==> src/rtl/cdc_pkg.sv <==
// Shared types and helpers for the CDC FIFO read-side drain.
package cdc_pkg;

    typedef enum logic [1:0] {
        EMPTY = 2'd0,
        ONE   = 2'd1,
        TWO   = 2'd2
    } occ_e;

    typedef logic [7:0] dat_def_t;

    // Increment v, clamping at the all-ones value of a w-bit counter (w <= 32).
    function automatic logic [31:0] sat_inc(input logic [31:0] v, input int unsigned w);
        logic [31:0] lim;
        lim = (w >= 32) ? 32'hFFFF_FFFF : ((32'd1 << w) - 32'd1);
        return (v >= lim) ? lim : (v + 32'd1);
    endfunction

endpackage

==> src/rtl/cdc_skid2.sv <==
// Two-entry skid buffer with occupancy FSM; entry 0 is always the head.
module cdc_skid2
    import cdc_pkg::*;
#(
    parameter type dat_t = dat_def_t
) (
    input  logic rclk,
    input  logic rrst_n,
    input  logic take,
    input  logic pop,
    input  logic clr,
    input  dat_t din,
    output occ_e state,
    output dat_t head
);

    occ_e state_nxt;
    dat_t e0, e1;
    dat_t e0_nxt, e1_nxt;

    always_ff @(posedge rclk) begin
        if (!rrst_n) begin
            state <= EMPTY;
            e0    <= '0;
            e1    <= '0;
        end else begin
            state <= state_nxt;
            e0    <= e0_nxt;
            e1    <= e1_nxt;
        end
    end

    // Occupancy transitions; flush wins over everything and leaves entries stale.
    always_comb begin
        state_nxt = state;
        e0_nxt    = e0;
        e1_nxt    = e1;
        if (clr) begin
            state_nxt = EMPTY;
        end else begin
            case (state)
                EMPTY: begin
                    if (take) begin
                        state_nxt = ONE;
                        e0_nxt    = din;
                    end
                end
                ONE: begin
                    if (take && pop) begin
                        e0_nxt = din;
                    end else if (take) begin
                        state_nxt = TWO;
                        e1_nxt    = din;
                    end else if (pop) begin
                        state_nxt = EMPTY;
                    end
                end
                TWO: begin
                    if (pop) begin
                        state_nxt = ONE;
                        e0_nxt    = e1;
                    end
                end
                default: state_nxt = EMPTY;
            endcase
        end
    end

    assign head = e0;

endmodule

==> src/rtl/cdc_fifo_rdrain.sv <==
// Read-domain consumer of the CDC FIFO: pops into a skid buffer, streams out
// on valid/ready, supports flush, and keeps saturating accept/drop counters.
module cdc_fifo_rdrain
    import cdc_pkg::*;
#(
    parameter type         dat_t = dat_def_t,
    parameter int unsigned CNT_W = 16
) (
    input  logic             rclk,
    input  logic             rrst_n,
    input  dat_t             fifo_rdata,
    input  logic             fifo_rrdy,
    output logic             fifo_rget,
    output dat_t             m_data,
    output logic             m_valid,
    input  logic             m_ready,
    input  logic             flush,
    output logic [CNT_W-1:0] pop_cnt,
    output logic [CNT_W-1:0] drop_cnt
);

    occ_e state;
    logic take;
    logic drop;
    logic pop;

    // rget depends only on flush and occupancy so ready never loops back upstream.
    assign fifo_rget = flush | (state != TWO);
    assign take      = fifo_rrdy & fifo_rget & ~flush;
    assign drop      = fifo_rrdy & flush;
    assign m_valid   = (state != EMPTY) & ~flush;
    assign pop       = m_valid & m_ready;

    cdc_skid2 #(
        .dat_t(dat_t)
    ) u_skid (
        .rclk  (rclk),
        .rrst_n(rrst_n),
        .take  (take),
        .pop   (pop),
        .clr   (flush),
        .din   (fifo_rdata),
        .state (state),
        .head  (m_data)
    );

    always_ff @(posedge rclk) begin
        if (!rrst_n) begin
            pop_cnt  <= '0;
            drop_cnt <= '0;
        end else begin
            if (take) begin
                pop_cnt <= CNT_W'(sat_inc(32'(pop_cnt), CNT_W));
            end
            if (drop) begin
                drop_cnt <= CNT_W'(sat_inc(32'(drop_cnt), CNT_W));
            end
        end
    end

endmodule

==> config.mk <==
export PLATFORM = sky130hd
export DESIGN_NAME = cdc_fifo_rdrain
export DESIGN_NICKNAME = d
export VERILOG_FILES = /design/src/rtl/cdc_pkg.sv /design/src/rtl/cdc_skid2.sv /design/src/rtl/cdc_fifo_rdrain.sv
export SDC_FILE = /design/constraint.sdc
export NUM_CORES = 1
export LEC_CHECK = 0
export BUFFER_PORTS_ARGS = -buffer_cell sky130_fd_sc_hd__buf_2
export CAP_MARGIN = 20
export CELL_PAD_IN_SITES_DETAIL_PLACEMENT = 1
export CELL_PAD_IN_SITES_GLOBAL_PLACEMENT = 1
export CORE_MARGIN = 2
export CORE_UTILIZATION = 40
export DETAILED_ROUTE_END_ITERATION = 10
export HOLD_SLACK_MARGIN = 0.12
export PLACE_DENSITY_LB_ADDON = 0.08
export REMOVE_ABC_BUFFERS = 1
export SLEW_MARGIN = 20
export SYNTH_ARGS = -nofsm -noshare
export SYNTH_HDL_FRONTEND = slang
export SYNTH_HIERARCHICAL = 1
export SYNTH_SLANG_ARGS = --single-unit
==> constraint.sdc <==
create_clock -name rclk -period 2.4 [get_ports rclk]
set_clock_uncertainty 0.15 [all_clocks]
set_input_delay 0.12 -clock rclk [delete_from_list [all_inputs] [get_ports rclk]]
set_output_delay 0.12 -clock rclk [all_outputs]
set_load 0.02 [all_outputs]
==> impl_metrics.tcl <==
set metrics [dict create \
    synthToLayoutAreaGrowth_pct 22.2 \
    route.detailed.drc 0 \
    row_count 28 \
    yosysUniqueCellTypes 49 \
    diodes 0 \
    final_nets 342 \
    yosys_warnings 6 \
    slew_headroom_pct 48.6 \
    leakage_uw 0.00121 \
    grt_pass1_wl_mm 10.8 \
    core_area_mm2 0.00585 \
    synthFlopType "dfxtp_1" \
    worstPathRequired_ns 2.46 \
    layout_commonest_cell "buf_2" \
    max_freq_mhz 458 \
    drive_gt1_share_pct 23.8 \
    ys_seq_area_share_pct 42.1 \
    synth_seq_cells 50 \
    grt_setup_unrepaired "no" \
    min_path_type "primary input to flop" \
    ff2ff_setup_slack_ns 0.27 \
    use_met2_pct 35.4 \
    syn-instance-count 263 \
    final_area_mm2 0.00291 \
    place_area_mm2 0.00271 \
    drv_slew 0 \
    power_frac_clock_pct 34.2 \
    timing.rr.end "u_skid/head[6]" \
    r2r_cells 5 \
    min_from "flush" \
    die_w_um 81.1 \
    tritoncts "built" \
    hold_depth 4 \
    die_area_mm2 0.00658 \
    synth_edf_count 0 \
    dp_hpwl_mm 4.49 \
    tightest_slew_ns 0.771 \
    setup_viol 0 \
    grt-ovfl-total 0 \
    post-route-period-util_pct 90.9 \
    grt_most_used_layer "met2" \
    vias 2214 \
    timing.rr.start "u_skid/state[0]" \
    dieHeight_um 81.1 \
    finalSetupTns_ns 0 \
    seqPwrFrac_pct 57.0 \
    postCtsSetupRepairBufs 0 \
    crit_end "u_skid/head[6]" \
    root_buffer "clkbuf_8" \
    gr-usage-all-layers_pct 20.9 \
    final_cell_mix "buf_2, dfxtp_1, o21ai_0, a21oi_1, a211oi_1" \
    io_buffers 54 \
    hold_violations 0 \
    startpoint_type "primary input" \
    clkLatencyLatePin_ns 0.30 \
    clock_path_buffers 2 \
    io_pins 55 \
    postRouteWirelength_mm 6.46 \
    worstSetupPathType "primary input to flop" \
    gp_congestion 0.711 \
    avgSynthCellArea_um2 9.05 \
    p_comb_share_pct 8.8 \
    powerDensity_mw_per_mm2 516 \
    cts-htree-levels 2 \
    swShare_pct 24.9 \
    p_int_uw 1130 \
    async_flop_share_pct 0 \
    use_met1_pct 26.9 \
    clk_pin_slew_ns 0.09 \
    drt_iter0_markers 68 \
    grt_pass1_vias 2223 \
    max_cap_viol_count 0 \
    startpoint "fifo_rrdy" \
    clkSinkCount 50 \
    cts_buffers 5 \
    syn_area_mm2 0.00238 \
    grt_use_met3_pct 4.22 \
    antenna_found_initial 0 \
    first_pass_iters 4 \
    status "completed" \
    wire_per_inst_um 16.0 \
    path_max_fanout 13 \
    peakVddDrop_mv 0.252 \
    antenna_left 0 \
    viasPerCell 5.49 \
    grt_max_degree 24 \
    initial_core_util_pct 40.7 \
    crit_arrival_ns 2.24 \
    power_switching_uw 373 \
    min_period_ns 2.18 \
    worstSetupEndpointType "flop" \
]
## cell usage after synthesis, types with 6 or more instances
cell type,instances,area [um2]
a21oi_1,20,100
nand2_1,13,48.8
nor2_1,11,41.3
nand4_1,10,62.6
o21ai_0,22,110
nand3_1,17,85.1
mux2i_1,9,90.1
xor2_1,6,52.6
dfxtp_1,50,1000
a211oi_1,19,143
a31oi_1,8,50.1
and3_1,7,43.8
xnor2_1,9,78.8
## state kept, by name (all words and copies together) (netlist names)
register / count
pop_cnt: 16
u_skid/head: 8
u_skid/state: 2
u_skid/e1: 8
drop_cnt: 16
## layout make-up
cell class | count | area [um2]
well taps | 75 | 93.8
multi-input cells | 198 | 1310
fillers | 707 | 2940
clock buffers | 7 | 86.3
clock inverters | 1 | 5.00
flip-flops and latches | 50 | 1000
inverters | 6 | 22.5
repair buffers | 66 | 388
## power groups by stage
stage / Sequential [uW] / Clock [uW] / Combinational, uW
3_3_place_gp: 874 / 0 / 116
5_1_grt: 858 / 570 / 145
6_report: 855 / 514 / 132
2_1_floorplan: 887 / 0 / 52.5
4_1_cts: 856 / 528 / 132
3_5_place_dp: 875 / 0 / 118
## what timing repair did
| action | 4_1_cts | 5_1_grt |
|---|---|---|
| hold buffers | 11 | 0 |
| setup endpoints to repair | 0 | 3 |
| gates resized for setup | 0 | 1 |
| hold endpoints to repair | 27 | 0 |
## metrics by stage
| stage | worst slack [ns] | util (%) | hold WS, ns | std cells | total power, uW |
|---|---|---|---|---|---|
| after floorplan | 0.494 | - | 0.100 | 254 | 939 |
| after global placement | 0.333 | 46.3 | 0.235 | 384 | 990 |
| after detailed placement | 0.222 | 46.3 | 0.243 | 384 | 993 |
| after CTS | 0.119 | 49.7 | 0.240 | 403 | 1520 |
| after global routing | 0.106 | 49.7 | 0.251 | 403 | 1570 |
| final | 0.218 | 49.7 | 0.240 | 403 | 1500 |
## metal layers
metal | up-vias | routed length, um
met4 | 0 | 77
met1 | 1057 | 3080
li1 | 1112 | -
met2 | 37 | 3090
met3 | 8 | 211
met5 | - | 0
## how the worst min path moves through the flow
stage                    to  slack, ns
4_1_cts        u_skid/e1[7]       0.24
6_report       u_skid/e1[3]       0.24
3_3_place_gp   u_skid/e1[2]       0.24
5_1_grt        u_skid/e1[6]       0.25
3_5_place_dp   u_skid/e1[2]       0.24
2_1_floorplan  drop_cnt[14]       0.10
## cells by family after synthesis
| family | share of synthesized area [%] |
|---|---|
| AO/OA/AOI/OAI | 20.1 |
| XOR/XNOR | 5.52 |
| adder cells (fa/ha/maj) | 1.05 |
| buffers and inverters | 2.84 |
| flip-flops | 42.1 |
| multiplexers | 4.42 |
| AND/OR/NAND/NOR | 24.0 |
## worst max-delay path, cell delays in order
cell,delay [ns]
dlygate4sd3_1,0.52
buf_2,0.14
nor2b_1,0.27
and2_2,0.33
and4bb_1,0.48
a211oi_1,0.11
a211oi_1,0.26
Power figures use the tool's default switching activity.
